==> src/rtl/ifu_fetch_stage.sv <==
// Instruction-fetch stage: holds the fetch PC, keeps one instruction-memory
// request in flight at a time, and buffers the returned instruction in a
// single-entry output register drained with a valid/allow-in handshake.
// A redirect flushes wrong-path work and restarts fetch at the new PC.
//
// Optional feature macro: IFU_MISALIGN_CHECK_EN
//   defined   : a misaligned PC is not fetched; a fetch-exception marker
//               (inst = nop, fetch_exc = 1) is buffered and fetch halts
//               until the next redirect.
//   undefined : the address is word-aligned, fetch_exc is tied low and
//               there is no halt state.
//
// state | meaning
// ------+-----------------------------------------------------------
// REQ   | ready to issue a request at pc (when the buffer can accept)
// WAIT  | request granted, waiting for the response
// HALT  | misaligned PC reported, idle until redirect (macro only)
module ifu_fetch_stage #(
  parameter logic [63:0] RESET_PC = 64'h0000_0000_8000_0000
) (
  input  logic        clk,
  input  logic        rst,
  input  logic        redirect_valid,
  input  logic [63:0] redirect_pc,
  output logic        imem_req,
  output logic [63:0] imem_addr,
  input  logic        imem_gnt,
  input  logic        imem_rvalid,
  input  logic [31:0] imem_rdata,
  input  logic        out_allow,
  output logic        validout,
  output logic [31:0] inst,
  output logic [63:0] pc_out,
  output logic        fetch_exc
);

`ifdef IFU_MISALIGN_CHECK_EN
  typedef enum logic [1:0] {ST_REQ = 2'd0, ST_WAIT = 2'd1, ST_HALT = 2'd2} state_t;
`else
  typedef enum logic {ST_REQ = 1'b0, ST_WAIT = 1'b1} state_t;
`endif

  state_t      state_q, state_d;
  logic [63:0] pc_q, pc_d;
  logic [63:0] req_pc_q, req_pc_d;
  logic        discard_q, discard_d;
  logic        buf_valid_q, buf_valid_d;
  logic [31:0] inst_q, inst_d;
  logic [63:0] pc_out_q, pc_out_d;
  logic        buf_free;

`ifdef IFU_MISALIGN_CHECK_EN
  logic        fetch_exc_q, fetch_exc_d;
  logic        misaligned;
  assign misaligned = (pc_q[1:0] != 2'b00);
  // A misaligned PC is never sent to memory.
  assign imem_req  = !rst && (state_q == ST_REQ) && buf_free && !misaligned;
  assign imem_addr = pc_q;
  assign fetch_exc = fetch_exc_q;
`else
  assign imem_req  = !rst && (state_q == ST_REQ) && buf_free;
  assign imem_addr = {pc_q[63:2], 2'b00};
  assign fetch_exc = 1'b0;
`endif

  // The buffer can take a new entry if empty or being drained this cycle.
  assign buf_free = !buf_valid_q || out_allow;
  assign validout = buf_valid_q && !redirect_valid;
  assign inst     = inst_q;
  assign pc_out   = pc_out_q;

  // Next-state logic: fetch FSM, output buffer and redirect handling.
  always_comb begin
    state_d     = state_q;
    pc_d        = pc_q;
    req_pc_d    = req_pc_q;
    discard_d   = discard_q;
    buf_valid_d = buf_valid_q;
    inst_d      = inst_q;
    pc_out_d    = pc_out_q;
`ifdef IFU_MISALIGN_CHECK_EN
    fetch_exc_d = fetch_exc_q;
`endif

    if (validout && out_allow) buf_valid_d = 1'b0;

    case (state_q)
      ST_REQ: begin
        if (imem_req && imem_gnt) begin
          req_pc_d = pc_q;
          pc_d     = pc_q + 64'd4;
          state_d  = ST_WAIT;
          // The request just granted belongs to the old path.
          if (redirect_valid) discard_d = 1'b1;
        end
`ifdef IFU_MISALIGN_CHECK_EN
        else if (misaligned && buf_free && !redirect_valid) begin
          buf_valid_d = 1'b1;
          inst_d      = 32'h0000_0013;
          pc_out_d    = pc_q;
          fetch_exc_d = 1'b1;
          state_d     = ST_HALT;
        end
`endif
      end
      ST_WAIT: begin
        if (imem_rvalid) begin
          if (!discard_q && !redirect_valid) begin
            buf_valid_d = 1'b1;
            inst_d      = imem_rdata;
            pc_out_d    = req_pc_q;
`ifdef IFU_MISALIGN_CHECK_EN
            fetch_exc_d = 1'b0;
`endif
          end
          discard_d = 1'b0;
          state_d   = ST_REQ;
        end else if (redirect_valid) begin
          discard_d = 1'b1;
        end
      end
`ifdef IFU_MISALIGN_CHECK_EN
      ST_HALT: begin
        if (redirect_valid) state_d = ST_REQ;
      end
`endif
      default: state_d = ST_REQ;
    endcase

    // Redirect overrides sequential PC advance and flushes the buffer.
    if (redirect_valid) begin
      pc_d        = redirect_pc;
      buf_valid_d = 1'b0;
    end
  end

  // State registers with synchronous reset.
  always_ff @(posedge clk) begin
    if (rst) begin
      state_q     <= ST_REQ;
      pc_q        <= RESET_PC;
      req_pc_q    <= 64'd0;
      discard_q   <= 1'b0;
      buf_valid_q <= 1'b0;
      inst_q      <= 32'd0;
      pc_out_q    <= 64'd0;
`ifdef IFU_MISALIGN_CHECK_EN
      fetch_exc_q <= 1'b0;
`endif
    end else begin
      state_q     <= state_d;
      pc_q        <= pc_d;
      req_pc_q    <= req_pc_d;
      discard_q   <= discard_d;
      buf_valid_q <= buf_valid_d;
      inst_q      <= inst_d;
      pc_out_q    <= pc_out_d;
`ifdef IFU_MISALIGN_CHECK_EN
      fetch_exc_q <= fetch_exc_d;
`endif
    end
  end

endmodule
==> config.mk <==
export PLATFORM = sky130hd
export DESIGN_NAME = ifu_fetch_stage
export DESIGN_NICKNAME = d
export VERILOG_FILES = /design/src/rtl/ifu_fetch_stage.sv
export SDC_FILE = /design/constraint.sdc
export NUM_CORES = 1
export LEC_CHECK = 0
export CAP_MARGIN = 20
export CORE_MARGIN = 2
export CORE_UTILIZATION = 53
export CTS_BUF_LIST = sky130_fd_sc_hd__clkbuf_16
export DETAILED_ROUTE_END_ITERATION = 10
export PLACE_DENSITY_LB_ADDON = 0.08
export SLEW_MARGIN = 40
export SYNTH_ARGS = -nofsm -noshare
export SYNTH_HDL_FRONTEND = slang
export SYNTH_SLANG_ARGS = --single-unit
==> constraint.sdc <==
create_clock -name clk -period 4.5 [get_ports clk]
set_clock_uncertainty 0.15 [all_clocks]
set_input_delay 0.9 -clock clk [delete_from_list [all_inputs] [get_ports clk]]
set_output_delay 0.9 -clock clk [all_outputs]
set_load 0.05 [all_outputs]
==> out/qor_table.md <==
| Parameter | Value |
| --- | --- |
| Area share of xor/xnor cells in the synthesized design | 0.0194 |
| Run status | finished, final reports clean |
| Die X-Extent | 141 microns |
| Highest Clock Rate | 281 MHz |
| TritonCTS clock tree | built |
| Clock buffer count from CTS | 24 |
| Arrival time at the worst endpoint | 2.51 ns |
| DR vias/cell | 5.61 |
| Wl on met1 | 12,300 microns |
| Top routing layer used | met4 |
| Root cell of the clock tree | sky130_fd_sc_hd__clkbuf_16 |
| Remaining routing DRC violations | 0 |
| Setup violations, final | 0 |
| Post-CTS Setup Repair Bufs | 0 |
| Die area | 19,900 sq um |
| Slew margin rel. | 0.467 |
| Post-cts repair resize count | 0 |
| Post-synth EDFFs | 0 |
| Final max-slew violation count | 0 |
| Input/output buffers | 261 |
| Tightest Pin Transition | 0.799 ns |
| Worst min-delay path class | reg -> reg |
| Synthesized flop and latch total | 227 |
| Type of the setup path with the least slack | in -> out |
| Detailed-routed wire length on met2 | 13,000 microns |
| DR WL met3 | 2180 microns |
| Commonest cells after routing, fill and taps aside | sky130_fd_sc_hd__nand2_1, sky130_fd_sc_hd__clkdlybuf4s50_1, sky130_fd_sc_hd__dfxtp_1 |
| Initial cell density of the core | 0.535 |
| Largest family of logic cells by synthesized area | simple AND/OR/NAND/NOR gates |
| Number of DRC markers after the initial detailed-route iteration | 594 |
| Sequential share of the synthesized area | 0.457 |
| Total global routing track utilization | 0.276 |
| Leading cell type in the layout, fill and taps excluded | sky130_fd_sc_hd__nand2_1 |
| Worst hold-check slack | 0.299 ns |
| Wire length after detailed routing | 28,100 microns |
| Synthesized instance count | 1,272 |
| Sink count of the clock tree | 227 |
| Largest net degree at the start of global routing | 116 |
| Data required time at the worst endpoint | 3.45 ns |
| Number of core rows | 50 |
| Mean instance size in the synthesized netlist | 7.82 sq um |
| Via count of the first global-routing pass | 8,670 |
| Net count reported at finish | 1,523 |
| Share of synthesized flip-flops with an asynchronous set or reset | 0 |
| DP Wirelength | 18,900 microns |
| Final TNS setup | 0 ns |
| Number of detailed-route iterations in the first pass | 5 |
| First-pass GRT wire length | 45,200 microns |
| Final clock period utilization by the worst path | 0.792 |
| Warnings, synthesis | 0 |
| RD Place Congestion | 0.857 |
| Routed wire per std cell | 16.8 microns |
| Synthesized-area fraction occupied by and/or/nand/nor cells | 0.272 |
| Leakage | 4.29 nW |
| Adder-cell area share of the yosys netlist | 0.00126 |
| Area fraction in compound gates after synthesis | 0.159 |
| VDD IR-drop max | 0.244 mV |
| Placed insts | 1,628 |
| Crit. End Element | output port |
| Total gr overflow | 0 |
| I/O pin count | 265 |
| Deepest level of the CTS H-tree | 1 |
| Worst-skew pair later-pin latency | 0.52 ns |
| Share of cells above drive strength 1 | 0.0438 |
| Die span in y | 141 microns |
| Relative area change from synthesis to final layout | 29.9% |
| Setup repair after global routing missed its margin | no |
| Max-cap violations | 0 |
| Core area | 18,600 sq um |
| Minimum clock period | 3.56 ns |
| Crit Path Max Fanout | 5 |
| Synth unique cells | 52 |
| Clock transition time at the flip-flop clock pins of the worst setup and hold paths | 0.06 ns |
| Share of cell area taken by muxes after synthesis | 0.00503 |
| Number of antenna-violating nets in the routed design | 0 |
| Vias | 9,379 |
| Buffers from clock root to sink, at most | 3 |
| Mapped Area | 9950 sq um |
| Number of antenna violations at the first check in global routing | 3 |
| Power Dens Cells | 353 nW/um^2 |
| Count of endpoints failing hold in the final timing report | 0 |
| Number of hold buffers added after cts | 0 |
| Kind of start point of the critical path | primary input |
| Final std cells w/o fill | 1,672 |
| Top flip-flop cell by instance count after synthesis | sky130_fd_sc_hd__dfxtp_1 |
==> layout make-up <==
cell class / count / area (sq um)
Multi-Input combinational cell: 885 / 4580
Fill cell: 1571 / 5650
Inverter: 9 / 33.8
Antenna cell: 1 / 2.50
Sequential cell: 227 / 4540
Clock buffer: 25 / 626
Timing Repair Buffer: 273 / 2750
Tap cell: 234 / 293
Clock inverter: 18 / 101
==> per-stage QoR <==
| step | util | worst slack (ns) | total power (W) | instance area, sq um |
|---|---|---|---|---|
| finish | 0.696 | 0.937 | 0.00456 | 12900 |
| global route | 0.696 | 0.842 | 0.00472 | 12900 |
| CTS | 0.696 | 0.931 | 0.00458 | 12900 |
| detailed placement | 0.656 | 0.780 | 0.00276 | 12200 |
| global placement | 0.655 | 0.857 | 0.00275 | 12200 |
| floorplan | - | 1.26 | 0.00256 | 9960 |
==> worst max-delay path, cell delays in order <==
cell	delay, ns
sky130_fd_sc_hd__clkdlybuf4s50_1	0.42
sky130_fd_sc_hd__nor2b_1	0.36
sky130_fd_sc_hd__nor2_1	0.11
sky130_fd_sc_hd__clkdlybuf4s50_1	0.71
==> sequential cells by signal, indices dropped and copies added, names as in the netlist <==
register	flops
pc_out	64
pc_q	64
req_pc_q	64
inst	32
buf_valid_q	1
discard_q	1
state_q	1
==> synth_stat cells, types with 2 or more instances <==
| library cell | n | area share |
|---|---|---|
| sky130_fd_sc_hd__xor2_1 | 13 | 0.011 |
| sky130_fd_sc_hd__nand3_2 | 2 | 0.0020 |
| sky130_fd_sc_hd__nand2_1 | 367 | 0.14 |
| sky130_fd_sc_hd__nor3_1 | 13 | 0.0065 |
| sky130_fd_sc_hd__clkbuf_1 | 78 | 0.029 |
| sky130_fd_sc_hd__a32oi_1 | 3 | 0.0026 |
| sky130_fd_sc_hd__buf_1 | 6 | 0.0023 |
| sky130_fd_sc_hd__o31ai_1 | 16 | 0.012 |
| sky130_fd_sc_hd__and3_1 | 13 | 0.0082 |
| sky130_fd_sc_hd__buf_2 | 4 | 0.0020 |
| sky130_fd_sc_hd__nand2b_1 | 5 | 0.0031 |
| sky130_fd_sc_hd__nand3_1 | 30 | 0.015 |
| sky130_fd_sc_hd__o221ai_1 | 2 | 0.0018 |
| sky130_fd_sc_hd__nand4_2 | 2 | 0.0025 |
| sky130_fd_sc_hd__o211ai_1 | 3 | 0.0023 |
| sky130_fd_sc_hd__a211oi_1 | 19 | 0.014 |
| sky130_fd_sc_hd__nor3_4 | 2 | 0.0033 |
| sky130_fd_sc_hd__a31oi_1 | 3 | 0.0019 |
| sky130_fd_sc_hd__xnor2_1 | 9 | 0.0079 |
| sky130_fd_sc_hd__o21ai_0 | 15 | 0.0075 |
| sky130_fd_sc_hd__or3_1 | 14 | 0.0088 |
| sky130_fd_sc_hd__and4_1 | 8 | 0.0070 |
| sky130_fd_sc_hd__nor4_1 | 13 | 0.0082 |
| sky130_fd_sc_hd__a311oi_1 | 25 | 0.022 |
| sky130_fd_sc_hd__o311a_1 | 3 | 0.0030 |
| sky130_fd_sc_hd__nor2b_1 | 2 | 0.0013 |
| sky130_fd_sc_hd__inv_1 | 8 | 0.0030 |
| sky130_fd_sc_hd__or4_1 | 21 | 0.016 |
| sky130_fd_sc_hd__dfxtp_1 | 227 | 0.46 |
| sky130_fd_sc_hd__nor2_1 | 59 | 0.022 |
| sky130_fd_sc_hd__nand4_1 | 25 | 0.016 |
| sky130_fd_sc_hd__mux2i_1 | 5 | 0.0050 |
| sky130_fd_sc_hd__buf_4 | 65 | 0.049 |
| sky130_fd_sc_hd__o31a_1 | 6 | 0.0053 |
| sky130_fd_sc_hd__and2_1 | 5 | 0.0031 |
| sky130_fd_sc_hd__a21oi_1 | 165 | 0.083 |
==> kinds of logic after synthesis <==
| group | Yosys count |
|---|---|
| mux | 5 |
| compound gates | 264 |
| fa+ha+maj | 1 |
| flops | 227 |
| buf+inv | 162 |
| simple gates | 590 |
| other cells | 1 |
| xor+xnor | 22 |
==> worst paths after layout <==
kind	start	endpoint	slack [ns]	cells past startpoint
worst max register to register	pc_q[4]	pc_q[51]	1.47	5
worst min-delay path	req_pc_q[25]	pc_out[25]	0.30	2
worst max-delay path	out_allow	imem_req	0.94	4
worst min register to register	req_pc_q[25]	pc_out[25]	0.30	2
==> report_power, final <==
part | total (W) | internal (W) | switching (W)
Sequential | 0.00216 | 0.00207 | 0.0000867
Clock | 0.00184 | 0.00105 | 0.000788
Combinational | 0.000555 | 0.000217 | 0.000338
Total | 0.00456 | 0.00334 | 0.00121
==> metal layers <==
| layer | up-vias | GRT usage |
|---|---|---|
| li1 | 4629 | - |
| met1 | 4364 | 0.364 |
| met2 | 336 | 0.454 |
| met3 | 50 | 0.0632 |
| met4 | 0 | 0.0821 |
| met5 | - | 0 |
(Power assumes the default switching activity.)
